**config.mk**
```make
export PLATFORM = sky130hd
export DESIGN_NAME = t07_fpu_issue_ctrl_flat
export DESIGN_NICKNAME = d
export VERILOG_FILES = /design/src/rtl/t07_fpu_issue_ctrl_if.sv /design/src/rtl/t07_fpu_issue_ctrl.sv /design/src/flat_wrapper.sv
export SDC_FILE = /design/constraint.sdc
export NUM_CORES = 1
export LEC_CHECK = 0
export BUFFER_PORTS_ARGS = -buffer_cell sky130_fd_sc_hd__buf_2
export CAP_MARGIN = 20
export CORE_AREA = 4 4 131 133
export CTS_CLUSTER_DIAMETER = 80
export CTS_CLUSTER_SIZE = 28
export DETAILED_ROUTE_END_ITERATION = 10
export DIE_AREA = 0 0 135 137
export HOLD_SLACK_MARGIN = 0.12
export PLACE_DENSITY = 0.69
export SLEW_MARGIN = 10
export SYNTH_ARGS = -nofsm -noshare
export SYNTH_HDL_FRONTEND = slang
export SYNTH_SLANG_ARGS = --single-unit
export TNS_END_PERCENT = 1
```
**constraint.sdc**
```tcl
create_clock -name clk -period 3 [get_ports clk]
set_clock_uncertainty 0.1 [all_clocks]
set_input_delay 0.15 -clock clk [delete_from_list [all_inputs] [get_ports clk]]
set_output_delay 0.15 -clock clk [all_outputs]
set_load 0.03 [all_outputs]
```
**src/rtl/t07_fpu_issue_ctrl_if.sv**
```systemverilog
// Request, FPU-side and writeback signals of the FP issue controller.
// master = core/FPU environment, slave = issue controller.
interface t07_fpu_issue_ctrl_if;
  logic        req_valid;
  logic        req_ready;
  logic [4:0]  req_op;
  logic [31:0] req_rs1;
  logic [31:0] req_rs2;
  logic [31:0] req_rs3;
  logic [4:0]  req_rd;

  logic [4:0]  fpu_op;
  logic [31:0] fpu_valA;
  logic [31:0] fpu_valB;
  logic [31:0] fpu_valC;
  logic        fpu_busy;
  logic [31:0] fpu_result;
  logic        fpu_overflow;

  logic        wb_valid;
  logic [4:0]  wb_rd;
  logic        wb_int;
  logic [31:0] wb_data;

  logic        active;
  logic [4:0]  fflags;
  logic        fflags_clr;
  logic        timeout_err;

  modport master (
    output req_valid, req_op, req_rs1, req_rs2, req_rs3, req_rd,
    output fpu_busy, fpu_result, fpu_overflow, fflags_clr,
    input  req_ready, fpu_op, fpu_valA, fpu_valB, fpu_valC,
    input  wb_valid, wb_rd, wb_int, wb_data, active, fflags, timeout_err
  );

  modport slave (
    input  req_valid, req_op, req_rs1, req_rs2, req_rs3, req_rd,
    input  fpu_busy, fpu_result, fpu_overflow, fflags_clr,
    output req_ready, fpu_op, fpu_valA, fpu_valB, fpu_valC,
    output wb_valid, wb_rd, wb_int, wb_data, active, fflags, timeout_err
  );
endinterface

```
**src/rtl/t07_fpu_issue_ctrl.sv**
```systemverilog
// FP issue controller: one op in flight, FPU inputs held stable, sticky fcsr flags, bounded FDIV wait.
// Latency accept->wb: EXEC + DONE (FDIV adds WAIT cycles); req_ready low from accept until DONE retires.
module t07_fpu_issue_ctrl #(
  parameter int unsigned TIMEOUT = 64,
  parameter logic [4:0]  IDLE_OP = 5'd31
) (
  input logic            clk,
  input logic            nrst,
  t07_fpu_issue_ctrl_if.slave bus
);

  localparam int          CW        = (TIMEOUT > 1) ? $clog2(TIMEOUT) : 1;
  localparam logic [CW-1:0] CNT_LAST = CW'(TIMEOUT - 1);
  localparam logic [4:0]  OP_FDIV   = 5'd7;
  localparam logic [4:0]  OP_MAX    = 5'd23;
  localparam int          FL_NV     = 4;
  localparam int          FL_DZ     = 3;
  localparam int          FL_OF     = 2;

  typedef enum logic [1:0] {S_IDLE, S_EXEC, S_WAIT, S_DONE} state_e;

  typedef struct packed {
    logic [4:0]  op;
    logic [31:0] a;
    logic [31:0] b;
    logic [31:0] c;
  } fpu_req_t;

  typedef struct packed {
    logic [4:0]  rd;
    logic        is_int;
    logic [31:0] data;
  } wb_t;

  state_e      state_q, state_d;
  fpu_req_t    fpu_q, fpu_d;
  wb_t         wb_q, wb_d;
  logic [CW-1:0] cnt_q, cnt_d;
  logic [4:0]  fflags_q, fflags_d;
  logic        tmo_q, tmo_d;
  logic [4:0]  flag_set;
  logic        req_legal;

  assign req_legal = (bus.req_op <= OP_MAX);

  always_ff @(posedge clk or negedge nrst) begin
    if (!nrst) begin
      state_q <= S_IDLE;
    end else begin
      state_q <= state_d;
    end
  end

  always_comb begin
    state_d = state_q;
    case (state_q)
      S_IDLE: if (bus.req_valid) state_d = req_legal ? S_EXEC : S_DONE;
      S_EXEC: state_d = (fpu_q.op == OP_FDIV) ? S_WAIT : S_DONE;
      S_WAIT: if (!bus.fpu_busy || (cnt_q == CNT_LAST)) state_d = S_DONE;
      S_DONE: state_d = S_IDLE;
      default: state_d = S_IDLE;
    endcase
  end

  always_comb begin
    bus.req_ready = (state_q == S_IDLE);
    bus.active    = (state_q != S_IDLE);
    bus.wb_valid  = (state_q == S_DONE);
  end

  // FPU inputs only move at accept and on the DONE->IDLE edge; EXEC/WAIT keep them frozen.
  always_comb begin
    fpu_d    = fpu_q;
    wb_d     = wb_q;
    cnt_d    = cnt_q;
    tmo_d    = tmo_q;
    flag_set = '0;
    case (state_q)
      S_IDLE: begin
        if (bus.req_valid) begin
          wb_d.rd     = bus.req_rd;
          wb_d.is_int = (bus.req_op >= 5'd14) && (bus.req_op <= 5'd20);
          if (req_legal) begin
            fpu_d.op = bus.req_op;
            fpu_d.a  = bus.req_rs1;
            fpu_d.b  = bus.req_rs2;
            fpu_d.c  = bus.req_rs3;
          end else begin
            wb_d.data       = '0;
            flag_set[FL_NV] = 1'b1;
          end
        end
      end
      S_EXEC: begin
        cnt_d = '0;
        if (fpu_q.op != OP_FDIV) begin
          wb_d.data       = bus.fpu_result;
          flag_set[FL_OF] = ((fpu_q.op == 5'd21) || (fpu_q.op == 5'd22)) && bus.fpu_overflow;
        end
      end
      S_WAIT: begin
        // Only FDIV reaches WAIT, so the divide-by-zero check needs no opcode test.
        if (!bus.fpu_busy) begin
          wb_d.data       = bus.fpu_result;
          flag_set[FL_DZ] = (fpu_q.b == 32'd0);
        end else if (cnt_q == CNT_LAST) begin
          wb_d.data       = '0;
          flag_set[FL_NV] = 1'b1;
          flag_set[FL_DZ] = (fpu_q.b == 32'd0);
          tmo_d           = 1'b1;
        end else begin
          cnt_d = cnt_q + 1'b1;
        end
      end
      S_DONE: begin
        fpu_d.op = IDLE_OP;
        cnt_d    = '0;
      end
      default: ;
    endcase
    // A set on the same edge as a clear survives; older bits do not.
    fflags_d = (bus.fflags_clr ? 5'd0 : fflags_q) | flag_set;
  end

  always_ff @(posedge clk or negedge nrst) begin
    if (!nrst) begin
      fpu_q    <= '{op: IDLE_OP, a: 32'd0, b: 32'd0, c: 32'd0};
      wb_q     <= '0;
      cnt_q    <= '0;
      fflags_q <= '0;
      tmo_q    <= 1'b0;
    end else begin
      fpu_q    <= fpu_d;
      wb_q     <= wb_d;
      cnt_q    <= cnt_d;
      fflags_q <= fflags_d;
      tmo_q    <= tmo_d;
    end
  end

  assign bus.fpu_op      = fpu_q.op;
  assign bus.fpu_valA    = fpu_q.a;
  assign bus.fpu_valB    = fpu_q.b;
  assign bus.fpu_valC    = fpu_q.c;
  assign bus.wb_rd       = wb_q.rd;
  assign bus.wb_int      = wb_q.is_int;
  assign bus.wb_data     = wb_q.data;
  assign bus.fflags      = fflags_q;
  assign bus.timeout_err = tmo_q;

endmodule

```
**src/flat_wrapper.sv**
```systemverilog
// flat-port wrapper written by rule: the top's interface ports become plain ports
module t07_fpu_issue_ctrl_flat 
#(
  parameter int unsigned TIMEOUT = 64,
  parameter logic [4:0]  IDLE_OP = 5'd31
)
  (clk, nrst, bus_req_valid, bus_req_op, bus_req_rs1, bus_req_rs2, bus_req_rs3, bus_req_rd, bus_fpu_busy, bus_fpu_result, bus_fpu_overflow, bus_fflags_clr, bus_req_ready, bus_fpu_op, bus_fpu_valA, bus_fpu_valB, bus_fpu_valC, bus_wb_valid, bus_wb_rd, bus_wb_int, bus_wb_data, bus_active, bus_fflags, bus_timeout_err);
  t07_fpu_issue_ctrl_if bus_i ();
  input logic clk;
  input logic nrst;
  input wire logic [$bits(bus_i.req_valid)-1:0] bus_req_valid;
  input wire logic [$bits(bus_i.req_op)-1:0] bus_req_op;
  input wire logic [$bits(bus_i.req_rs1)-1:0] bus_req_rs1;
  input wire logic [$bits(bus_i.req_rs2)-1:0] bus_req_rs2;
  input wire logic [$bits(bus_i.req_rs3)-1:0] bus_req_rs3;
  input wire logic [$bits(bus_i.req_rd)-1:0] bus_req_rd;
  input wire logic [$bits(bus_i.fpu_busy)-1:0] bus_fpu_busy;
  input wire logic [$bits(bus_i.fpu_result)-1:0] bus_fpu_result;
  input wire logic [$bits(bus_i.fpu_overflow)-1:0] bus_fpu_overflow;
  input wire logic [$bits(bus_i.fflags_clr)-1:0] bus_fflags_clr;
  output wire logic [$bits(bus_i.req_ready)-1:0] bus_req_ready;
  output wire logic [$bits(bus_i.fpu_op)-1:0] bus_fpu_op;
  output wire logic [$bits(bus_i.fpu_valA)-1:0] bus_fpu_valA;
  output wire logic [$bits(bus_i.fpu_valB)-1:0] bus_fpu_valB;
  output wire logic [$bits(bus_i.fpu_valC)-1:0] bus_fpu_valC;
  output wire logic [$bits(bus_i.wb_valid)-1:0] bus_wb_valid;
  output wire logic [$bits(bus_i.wb_rd)-1:0] bus_wb_rd;
  output wire logic [$bits(bus_i.wb_int)-1:0] bus_wb_int;
  output wire logic [$bits(bus_i.wb_data)-1:0] bus_wb_data;
  output wire logic [$bits(bus_i.active)-1:0] bus_active;
  output wire logic [$bits(bus_i.fflags)-1:0] bus_fflags;
  output wire logic [$bits(bus_i.timeout_err)-1:0] bus_timeout_err;
  assign bus_i.req_valid = bus_req_valid;
  assign bus_i.req_op = bus_req_op;
  assign bus_i.req_rs1 = bus_req_rs1;
  assign bus_i.req_rs2 = bus_req_rs2;
  assign bus_i.req_rs3 = bus_req_rs3;
  assign bus_i.req_rd = bus_req_rd;
  assign bus_i.fpu_busy = bus_fpu_busy;
  assign bus_i.fpu_result = bus_fpu_result;
  assign bus_i.fpu_overflow = bus_fpu_overflow;
  assign bus_i.fflags_clr = bus_fflags_clr;
  assign bus_req_ready = bus_i.req_ready;
  assign bus_fpu_op = bus_i.fpu_op;
  assign bus_fpu_valA = bus_i.fpu_valA;
  assign bus_fpu_valB = bus_i.fpu_valB;
  assign bus_fpu_valC = bus_i.fpu_valC;
  assign bus_wb_valid = bus_i.wb_valid;
  assign bus_wb_rd = bus_i.wb_rd;
  assign bus_wb_int = bus_i.wb_int;
  assign bus_wb_data = bus_i.wb_data;
  assign bus_active = bus_i.active;
  assign bus_fflags = bus_i.fflags;
  assign bus_timeout_err = bus_i.timeout_err;
  t07_fpu_issue_ctrl #(.TIMEOUT(TIMEOUT), .IDLE_OP(IDLE_OP)) u_core (.clk(clk), .nrst(nrst), .bus(bus_i));
endmodule
```
==> qor.csv <==
stage;metric;value;unit
power;p_leak;4.99;nW
hold_path;hp-class;primary input to async pin;
critical_path;slowest_delay;450;ps
critical_path;cp_common_cell;buf_4;
clock_network;cts_max_level;4;
floorplan;rows;46;
synthesis;ys_warn_count;0;
critical_path;slowest_stage;buf_4;
sta;max_freq;451;MHz
clock_network;clock_latency;410;ps
layout;final_layout_size_suffix_gt1_frac;0.475;
run;maxCapViolCount;0;
sta;rsz0062_at_grt;no;
critical_path;path_class;register to register;
place;port_buffers;289;
place;dp_hpwl;12200;um
critical_path;worstReg2RegStart;u_core.state_q[0];
clock_network;cts_resized;0;
global_routing;grt_overflow;0;
floorplan;coreArea;15800;um2
clock_network;ctsRootBufferMaster;clkbuf_16;
synthesis;netlist_area;6280;um2
synthesis;ys_types;40;
critical_path;critPathRequiredTime;3220;ps
global_routing;grt_pass1_vias;5831;
floorplan;die-area;18500;um2
sta;maxSlewViolCount;0;
detailed_routing;drtPass1Iterations;4;
detailed_routing;drc;0;
sta;finalCritPeriodShare;0.739;
floorplan;start_util;0.397;
clock_network;cts_tree;yes;
sta;hold_viol;0;
sta;worst_slew_pin_slew;681;ps
layout;nNetsFinal;1067;
sta;setup_viol;0;
sta;slew-limit-headroom;0.546;
detailed_routing;wire_per_inst;16.3;um
critical_path;cp.arrival;2440;ps
detailed_routing;first_iter_violations;135;
global_routing;grt_usage;0.202;
outcome;status;finished clean;
floorplan;fp.dieH;137;um
detailed_routing;via_per_inst;4.68;
floorplan;dieWidth;135;um
layout;final_util;0.637;
place;place.gp.congestion;0.809;
global_routing;grt_max_degree;72;
sta;fin_tns_setup;0;ps
detailed_routing;num_vias;5355;
critical_path;critical_path.max_fanout;32;
clock_network;clk_pin_slew;60;ps
clock_network;numCtsBuffers;17;
place;placed_cell_area;7990;um2
detailed_routing;ant_nets;0;
global_routing;grt_pass1_wl;29500;um
sta;fin_crit;2220;ps
synthesis;synthArstFlopShare;1.00;
critical_path;startpoint;u_core.state_q[0];
power;power_density;1080;nW/um2
clock_network;clockBufferDepth;2;
floorplan;ios;292;
synthesis;synthFlopType;dfrtp_1;
clock_network;cts.sink_count;151;
synthesis;syn_area_per_cell;13.2;um2
critical_path;crit_chain;inv_1, ha_1, buf_4, nand2b_1, nand3_4, buf_4, mux2i_1;
critical_path;crit_path_end_kind;register;
critical_path;cp-start-kind;register;
critical_path;worstRegToRegCells;7;
layout;final_cell_area;10100;um2
detailed_routing;wirelength;18600;um
layout;antenna_cells;0;
synthesis;synthCells;476;
synthesis;yosysSeqAreaShare;0.602;
synthesis;synth_edf_count;0;
global_routing;antenna_found_initial;0;
power;max-vdd-ir-drop;0.780;mV
synthesis;ys_ff_latch;151;
layout;syn2layout_area_growth;60.4;%
-- layout by cell type, fill, tap and decap left out, types with 11 or more instances in the layout --
master and instances:
inv_1 40, dlygate4sd3_1 144, dfrtp_1 146, nand2_1 42, mux2i_1 32, clkbuf_16 17
o21ai_0 11, mux2_2 101, buf_2 288
-- worst max-delay path: cells and delay by family, from the launching register on --
kind | cells | cell delay, ps
adder cells (fa/ha/maj) | 1 | 240
flip-flops | 1 | 420
multiplexers | 1 | 270
AND/OR/NAND/NOR | 2 | 240
buffers and inverters | 3 | 830
-- cell families after synthesis --
| group | synth area share |
|---|---|
| adder cells (fa/ha/maj) | 0.00996 |
| AO/OA/AOI/OAI | 0.0412 |
| flip-flops | 0.602 |
| multiplexers | 0.232 |
| XOR/XNOR | 0.00139 |
| other | 0.000597 |
| buffers and inverters | 0.0456 |
| AND/OR/NAND/NOR | 0.0667 |
-- final cells by class --
type	count	area [um2]
clock buffer	19	443
inverter	41	154
sequential	151	3780
tap	216	270
timing repair buffer	443	2990
multi-input combinational	264	2230
fill	1155	5750
clock inverter	11	199
-- flip-flops by register name, indices dropped and copies added, names as in the netlist --
signal,cells
u_core.bus.wb_data,32
u_core.bus.fpu_valC,32
u_core.bus.fpu_valA,32
u_core.bus.wb_int,1
u_core.bus.fflags,3
u_core.state_q,2
u_core.bus.timeout_err,1
u_core.cnt_q,6
u_core.bus.fpu_valB,32
u_core.bus.fpu_op,5
u_core.bus.wb_rd,5
-- per-layer routing --
metal	vias up	GRT usage	wire (um)
met4	0	0.0817	454
met3	39	0.0669	1620
li1	2516	-	-
met2	244	0.340	9030
met5	-	0	0
met1	2556	0.238	7530
-- final timing paths --
kind	end	slack, ps
worst min register to register	u_core.bus.timeout_err	360
worst max-delay path	u_core.bus.wb_data[11]	780
worst min-delay path	u_core.bus.wb_data[7]	230
max in group asynchronous	u_core.bus.wb_data[16]	1780
worst max register to register	u_core.bus.wb_data[11]	780
min in group clk	u_core.bus.timeout_err	360
-- report_power, final --
part / total [mW] / leakage (nW) / internal (mW) / switching [mW]
clock network: 2.34 / 0.313 / 1.50 / 0.847
logic: 5.05 / 2.82 / 1.87 / 3.18
registers: 3.45 / 1.86 / 2.91 / 0.533
total: 10.8 / 4.99 / 6.28 / 4.56
-- metrics by stage --
| stage | std cells | power, mW | hold WS (ps) | setup WS, ps |
|---|---|---|---|---|
| final | 1145 | 10.8 | 225 | 784 |
| after global routing | 1145 | 11.4 | 287 | 616 |
| after CTS | 1145 | 10.9 | 231 | 833 |
| after detailed placement | 971 | 8.35 | 112 | 857 |
| after global placement | 971 | 8.27 | 107 | 890 |
| after floorplan | 477 | 6.89 | -246 | 866 |
-- synth_stat cells, drive strengths merged (6+ instances only) --
master	n	area, um2
inv	40	150
dfrtp	146	3650
a21oi	6	30.0
nor2	6	22.5
mux2i	32	320
o21ai	11	55.1
nand2	42	158
nor3	6	30.0
nand3	8	57.6
buf	16	114
nand2b	6	37.5
nor4	8	50.1
mux2	101	1140
-- repair_timing --
item                      in CTS  in global routing
setup buffers                  0                  0
hold endpoints to repair     213                  0
hold buffers                 144                  0
Note: power is estimated with default switching activity, not from simulation.
